## config.mk

```make
export PLATFORM = sky130hd
export DESIGN_NAME = hc595_driver
export DESIGN_NICKNAME = d
export VERILOG_FILES = /design/src/rtl/hc595_pkg.sv /design/src/rtl/hc595_phase_tick.sv /design/src/rtl/hc595_driver.sv
export SDC_FILE = /design/constraint.sdc
export NUM_CORES = 1
export LEC_CHECK = 0
export CORE_MARGIN = 3
export CORE_UTILIZATION = 50
export DETAILED_ROUTE_END_ITERATION = 8
export PLACE_DENSITY = 0.74
export SETUP_SLACK_MARGIN = 0.4
export SYNTH_ARGS = -nofsm -noshare
export SYNTH_HDL_FRONTEND = slang
export SYNTH_SLANG_ARGS = --single-unit
```

## constraint.sdc

```tcl
create_clock -name clk -period 2.8 [get_ports clk]
set_clock_uncertainty 0.15 [all_clocks]
set_input_delay 0.84 -clock clk [delete_from_list [all_inputs] [get_ports clk]]
set_output_delay 0.84 -clock clk [all_outputs]
set_load 0.02 [all_outputs]
```

## src/rtl/hc595_pkg.sv

```systemverilog
// Shared definitions for the 74HC595 driver: FSM state encoding, default
// frame geometry and a width helper.
package hc595_pkg;

  typedef enum logic [2:0] {
    IDLE     = 3'd0,
    SHIFT_LO = 3'd1,
    SHIFT_HI = 3'd2,
    CLEAR    = 3'd3,
    LATCH    = 3'd4,
    FIN      = 3'd5
  } state_t;

  localparam int DEF_WIDTH = 8;
  localparam int DEF_DIV   = 2;

  // Counter width for values 0..n-1, never narrower than one bit.
  function automatic int clog2_min1(input int n);
    int r;
    r = 0;
    while ((1 << r) < n) r++;
    return (r < 1) ? 1 : r;
  endfunction

endpackage

```

## src/rtl/hc595_phase_tick.sv

```systemverilog
// Phase timer: counts DIV system clocks and strobes phase_end on the last one,
// restarting from zero whenever restart is held.
module hc595_phase_tick
  import hc595_pkg::*;
#(
  parameter int DIV = DEF_DIV
) (
  input  logic clk,
  input  logic rst_n,
  input  logic restart,
  output logic phase_end
);

  localparam int CW = clog2_min1(DIV);
  localparam logic [CW-1:0] LAST = CW'(DIV - 1);

  logic [CW-1:0] cnt;

  assign phase_end = (cnt == LAST);

  always_ff @(posedge clk or negedge rst_n) begin
    if (!rst_n) begin
      cnt <= '0;
    end else if (restart || (cnt == LAST)) begin
      cnt <= '0;
    end else begin
      cnt <= cnt + 1'b1;
    end
  end

endmodule

```

## src/rtl/hc595_driver.sv

```systemverilog
// Sequences a 74HC595 shift/latch register: serializes a parallel word with
// generated shift clocks, pulses the latch, and owns the clear and OE pins.
module hc595_driver
  import hc595_pkg::*;
#(
  parameter int WIDTH     = DEF_WIDTH,
  parameter int DIV       = DEF_DIV,
  parameter bit MSB_FIRST = 1'b1
) (
  input  logic             clk,
  input  logic             rst_n,
  input  logic [WIDTH-1:0] data,
  input  logic             valid,
  output logic             ready,
  input  logic             clr,
  input  logic             oe_en,
  output logic             ser,
  output logic             srclk,
  output logic             rclk,
  output logic             srclr_n,
  output logic             oe_n,
  output logic             busy,
  output logic             done
);

  localparam int BW = clog2_min1(WIDTH);
  localparam logic [BW-1:0] LAST_BIT = BW'(WIDTH - 1);

  state_t           state;
  logic [WIDTH-1:0] shreg;
  logic [WIDTH-1:0] shreg_next;
  logic [BW-1:0]    bit_cnt;
  logic             phase_end;
  logic             restart;
  logic             accept;

  function automatic logic head(input logic [WIDTH-1:0] w);
    return MSB_FIRST ? w[WIDTH-1] : w[0];
  endfunction

  assign ready      = (state == IDLE);
  assign busy       = (state != IDLE);
  assign accept     = valid && ready && !clr;
  assign restart    = (state == IDLE) || (state == FIN);
  assign shreg_next = MSB_FIRST ? (shreg << 1) : (shreg >> 1);

  hc595_phase_tick #(.DIV(DIV)) u_tick (
    .clk       (clk),
    .rst_n     (rst_n),
    .restart   (restart),
    .phase_end (phase_end)
  );

  // SER changes only together with the falling SRCLK edge, so it is stable a
  // full phase before each rising edge and throughout the high phase.
  always_ff @(posedge clk or negedge rst_n) begin
    if (!rst_n) begin
      state   <= IDLE;
      shreg   <= '0;
      bit_cnt <= '0;
      ser     <= 1'b0;
      srclk   <= 1'b0;
      rclk    <= 1'b0;
      srclr_n <= 1'b0;
      done    <= 1'b0;
    end else begin
      done <= 1'b0;
      case (state)
        IDLE: begin
          srclr_n <= 1'b1;
          if (clr) begin
            srclr_n <= 1'b0;
            state   <= CLEAR;
          end else if (accept) begin
            shreg   <= data;
            bit_cnt <= '0;
            ser     <= head(data);
            srclk   <= 1'b0;
            state   <= SHIFT_LO;
          end
        end
        SHIFT_LO: begin
          if (phase_end) begin
            srclk <= 1'b1;
            state <= SHIFT_HI;
          end
        end
        SHIFT_HI: begin
          if (phase_end) begin
            srclk <= 1'b0;
            if (bit_cnt == LAST_BIT) begin
              ser   <= 1'b0;
              rclk  <= 1'b1;
              state <= LATCH;
            end else begin
              bit_cnt <= bit_cnt + 1'b1;
              shreg   <= shreg_next;
              ser     <= head(shreg_next);
              state   <= SHIFT_LO;
            end
          end
        end
        CLEAR: begin
          if (phase_end) begin
            srclr_n <= 1'b1;
            rclk    <= 1'b1;
            state   <= LATCH;
          end
        end
        LATCH: begin
          if (phase_end) begin
            rclk  <= 1'b0;
            done  <= 1'b1;
            state <= FIN;
          end
        end
        FIN: begin
          state <= IDLE;
        end
        default: begin
          state <= IDLE;
        end
      endcase
    end
  end

  always_ff @(posedge clk or negedge rst_n) begin
    if (!rst_n) begin
      oe_n <= 1'b1;
    end else begin
      oe_n <= ~oe_en;
    end
  end

endmodule

```

After elaboration in Yosys (flattened, before gate mapping)

Index checks and enable logic that the tools add are counted.

Equal/unequal tests: 15
Bitwise gates (word level): 1
$add $sub $neg: 2
Multiplexer cells: 36
Reductions and logical operators: 17

Operators by type and width:

| cell                  | number |
|---|---|
| $mux W3               | 11 |
| $mux W7               | 4 |
| $reduce_and A5 Y1     | 4 |
| $pmux W3 S5           | 1 |
| $mux W1               | 14 |
| $pmux W7 S2           | 1 |
| $ne A2 B1 Y1 const B  | 5 |
| $eq A3 B3 Y1 const B  | 3 |
| $reduce_bool A3 Y1    | 3 |
| $eq A3 B2 Y1 const B  | 2 |
| $ne A2 B2 Y1 const B  | 3 |
| $pmux W1 S3           | 2 |
| $pmux W3 S2           | 1 |
| $pmux W1 S2           | 2 |
| $reduce_and A4 Y1     | 1 |
| $reduce_bool A2 Y1    | 2 |
| $add A3 B1 Y3 const B | 1 |
| $eq A3 B1 Y1 const B  | 1 |
| $logic_not A3 Y1      | 1 |
| $ne A3 B1 Y1 const B  | 1 |
| $logic_and A1 B1 Y1   | 2 |
| $logic_or A1 B1 Y1    | 2 |
| $reduce_and A2 Y1     | 1 |
| $add A1 B1 Y1 const B | 1 |
| 2 further kinds       | 2 |

Register bits after elaboration: 20
Word-level logic and storage cells: 81
Output and inout bits: 8

Longest topological paths before layout

Word-level depth: 6
Mapped depth: 6

Cells and area by module

Synthesis repeated with hierarchy kept, for this count alone.

Cell total of the unflattened synthesis: 89
Area total of the unflattened synthesis: 1016.0 µm²

By module, submodules not included:

| module           | times used | area an instance (µm²) | cells an instance | sequential area each (µm²) |
|---|---|---|---|---|
| hc595_driver     | 1          | 987.2                  | 87                | 476.7 |
| hc595_phase_tick | 1          | 28.8                   | 2                 | 25.0 |

Worst setup path after synthesis

No wires, ideal clock.

Kind: input -> register
Start point: input clr
End point: register bit_cnt[0]
Path buffers: 1
Cell stages on the path: 4
Data arrival time: 1.815 ns
Library setup time: 0.125 ns
Slack: 0.709 ns
Data required time: 2.525 ns
Path through: nand2b_1 a221oi_4 buf_6 mux2_4

Cells in the longest elaborated chain, start to end: 4
Elaborated cells on any way between the ends: 5
Classes of those cells: eq/ne: 2; reduce/logical: 3

RTL lines:

| element                       | line               | source |
|---|---|---|
| from (decl)                   | hc595_driver.sv:15 | `input logic clr,` |
| $logic_not A1 Y1              | hc595_driver.sv:43 | `assign accept = valid && ready && !clr;` |
| $logic_and A1 B1 Y1           | hc595_driver.sv:43 |  |
| $ne A2 B1 Y1 (no line)        | n/a                |  |
| $reduce_and A5 Y1 (no line) * | n/a                |  |
| to (signal assigned)          | hc595_driver.sv:96 | `bit_cnt <= bit_cnt + 1'b1;` |
| to (decl)                     | hc595_driver.sv:32 | `logic [BW-1:0] bit_cnt;` |

Every way passes the cells marked *; elsewhere a longest branch is shown, timed or not.
A chain may end at the register's enable or synchronous reset.

Worst setup path in the final report

Start point: register state[1]
End point: output ready

Cells in the longest elaborated chain, start to end: 1

RTL lines:

| element                | line               | source |
|---|---|---|
| from (decl)            | hc595_driver.sv:29 | `state_t state;` |
| from (signal assigned) | hc595_driver.sv:58 | `state <= IDLE;` |
| from (signal assigned) | hc595_driver.sv:73 | `state <= CLEAR;` |
| from (signal assigned) | hc595_driver.sv:79 | `state <= SHIFT_LO;` |
| $logic_not A3 Y1       | hc595_driver.sv:41 | `assign ready = (state == IDLE);` |
| to (decl)              | hc595_driver.sv:14 | `output logic ready,` |

No other way between the ends.

==> qor.csv <==
metric;value;unit
maxcap violations;0;
first-pass GRT wire length;3.429;mm
Worst EP required;1.81;ns
Critical Path AT;1.37;ns
Reg2Reg Depth;6;
Leak;0.6139;nW
worst-path maximum fanout;3;
worst hold path type;reg -> reg;
synthesis-to-finish area growth;25.81;%
DR iter-0 viols;10;
# DRC;0;
EDFF count, synth;0;
wirelength, routed;2.062;mm
syn nets;105;
WP buf/inv;2;
nets;132;
Synth Cell Area;0.001081;mm^2
CP Launch Type;flop;
FF-to-FF End;shreg[2];
Cells after Synth;90;
actual slew at the worst max-slew pin;0.2616;ns
Final Hold Fails;0;
vias in the first global route;763;
VDD IR max;0.6221;mV
Die Ht;52.50;um
Final Cycle Share;84.38;%
final-report max-slew violation count;0;
# diodes;0;
top cells by area, synth;dfrtp_1, mux2_4, mux2_2;
hold endpoint;shreg[2];
Slowest-stage cell, CP;or3_4;
Final ANT Viol Nets;0;
Peak Freq;423.3;MHz
post-synth top area cell;dfrtp_1;
clk slew on worst S/H paths;0.13;ns
minimum clock period;2.363;ns
Skew-Pair Late Insertion Delay;0.31;ns
Congestion Overflow GR;0;
post-DP HPWL;1.439;mm
Vias;746;
Slew HR;82.56;%
pin count of the biggest net entering global routing;21;
CTS tree;yes;
Netlist cell types;33;
WS Path Type;reg -> out;
Core Util, Final;67.94;%
Final GP Congestion;0.7692;
drt first pass iters;4;
share of cells above drive strength 1;31.03;%
power density over cell area;1189;mW/mm^2
CTS max path bufs;2;
CTS Sinks;20;
crit-path leading delay family;simple AND/OR/NAND/NOR gates;
Avg Cell Area, Syn;12.01;um^2
outcome;finished clean;
die area;0.002756;mm^2
Worst R2R Start;bit_cnt[0];
# IOs;21;
Top FF cell, synth;dfrtp_1;
row count;16;
crit-path cells;or3_4 > clkinv_2 > buf_2;
initial core utilization;54.00;%
Ys Warns;0;
total CTS buffers;3;
R2R Setup Slk;0.72;ns
hold path start;shreg[2];
initial antenna violation count;0;
CP Capture Type;primary output;
CTS Hold Bufs;0;
vias per inst;5.217;
wire length per cell;14.42;um
RSZ-0062 raised after global routing;yes;
Yosys reg bits;20;
Total GRT Usage;17.07;%
Setup TNS Final;0;ns
clock root buffer;clkbuf_4;
asr flop ratio synth;100.0;%
final setup violation count;0;
worst hold path depth;1;
Synth top area share;43.98;%
H-tree levels;1;
core area;0.002002;mm^2
Port Buffer Count;20;
register area share after synthesis;46.41;%
crit-path max cell delay;0.42;ns
die width;52.50;um
-- registers in the layout (all words and copies together), names as in the netlist --
name / count
bit_cnt: 3
done: 1
oe_n: 1
rclk: 1
ser: 1
shreg: 7
srclk: 1
srclr_n: 1
state: 3
u_tick.phase_end: 1
-- cells in the mapped netlist, types with 2 or more instances --
| library cell | instances |
|---|---|
| inv_1 | 4 |
| mux2_2 | 9 |
| mux2i_1 | 3 |
| dfrtp_1 | 19 |
| nor3_1 | 2 |
| buf_6 | 2 |
| ha_1 | 2 |
| nor2_1 | 2 |
| nand2_1 | 6 |
| buf_2 | 2 |
| a21oi_1 | 3 |
| nor2b_1 | 4 |
| nor3b_1 | 3 |
| o21ai_0 | 3 |
| nand2b_1 | 2 |
| mux2_4 | 7 |
-- logic make-up after synthesis --
kind of cell / share of synthesized area, %
AND/OR/NAND/NOR: 11.69
flip-flops: 46.41
multiplexers: 21.88
AO/OA/AOI/OAI: 12.15
buffers and inverters: 5.554
adder cells (fa/ha/maj): 2.314
-- worst max-delay path by stage --
stage                   from         end  cells after the start
finish              state[1]       ready                      3
global route             clr  bit_cnt[0]                      5
CTS                 state[1]        busy                      2
detailed placement       clr    shreg[2]                      5
global placement         clr    shreg[2]                      5
floorplan                clr  bit_cnt[0]                      4
-- cell type report --
cell class,count,area (um^2)
Clock buffer,4,36.28
Inverter,5,20.02
Timing Repair Buffer,28,249.0
Sequential cell,20,501.7
Tap cell,27,33.78
Multi-Input combinational cell,59,519.2
Fill cell,164,641.9
-- routing by layer --
metal  share of wire (%)  global-route usage, %
met1                  46                  21.92
met2                  48                  27.69
met3                 4.2                  2.564
met4                 1.3                  8.511
met5                   0                      0
-- timing repair --
item	4_1_cts	5_1_grt
buffers inserted	0	1
pin swaps	0	0
resized for setup	8	1
setup endpoints to repair	3	3
-- report_power, final --
part	switching, W	internal, W	total [W]	leakage [nW]
Sequential	0.0000816	0.000416	0.000497	0.245
Clock	0.0000978	0.0000794	0.000177	0.0210
Combinational	0.000428	0.000515	0.000943	0.347
-- stage by stage --
stage               instance area (um^2)  hold slack [ns]  power [W]  setup WS [ns]  std cells
floorplan                           1081           0.3239   0.001202         0.7095         90
global placement                    1328           0.3369   0.001431         0.1696        138
detailed placement                  1328           0.3439   0.001449         0.1504        138
CTS                                 1359           0.3748   0.001619         0.4073        142
global route                        1360           0.3806   0.001712         0.3995        143
finish                              1360           0.3716   0.001617         0.4375        143
-- cell usage in the layout (no fill, tap or decap) --
master	Yosys	routed
a211oi_1	1	1
dlygate4sd2_1	0	1
o2bb2a_1	1	1
or3b_2	1	1
nand2b_1	2	2
clkbuf_4	0	3
a21oi_1	3	3
dfstp_2	1	1
dfrtp_1	19	19
nor3_1	2	2
o21a_1	1	1
o21ba_2	1	1
nor2_1	2	2
mux2i_1	3	3
a22oi_1	1	1
mux2_4	7	7
clkdlybuf4s50_1	0	17
o221ai_1	1	1
or3_4	1	1
buf_4	0	8
a21o_1	1	1
clkbuf_8	0	1
or2_1	1	1
ha_1	2	2
inv_1	4	4
o21bai_1	1	1
clkinv_2	1	1
nor2b_1	4	4
a211o_1	1	1
nor3b_1	3	3
o21ai_0	3	3
nand2_1	6	6
buf_2	2	2
mux2_2	9	9
a221oi_4	1	1
Note: power is estimated with default switching activity, not from simulation.
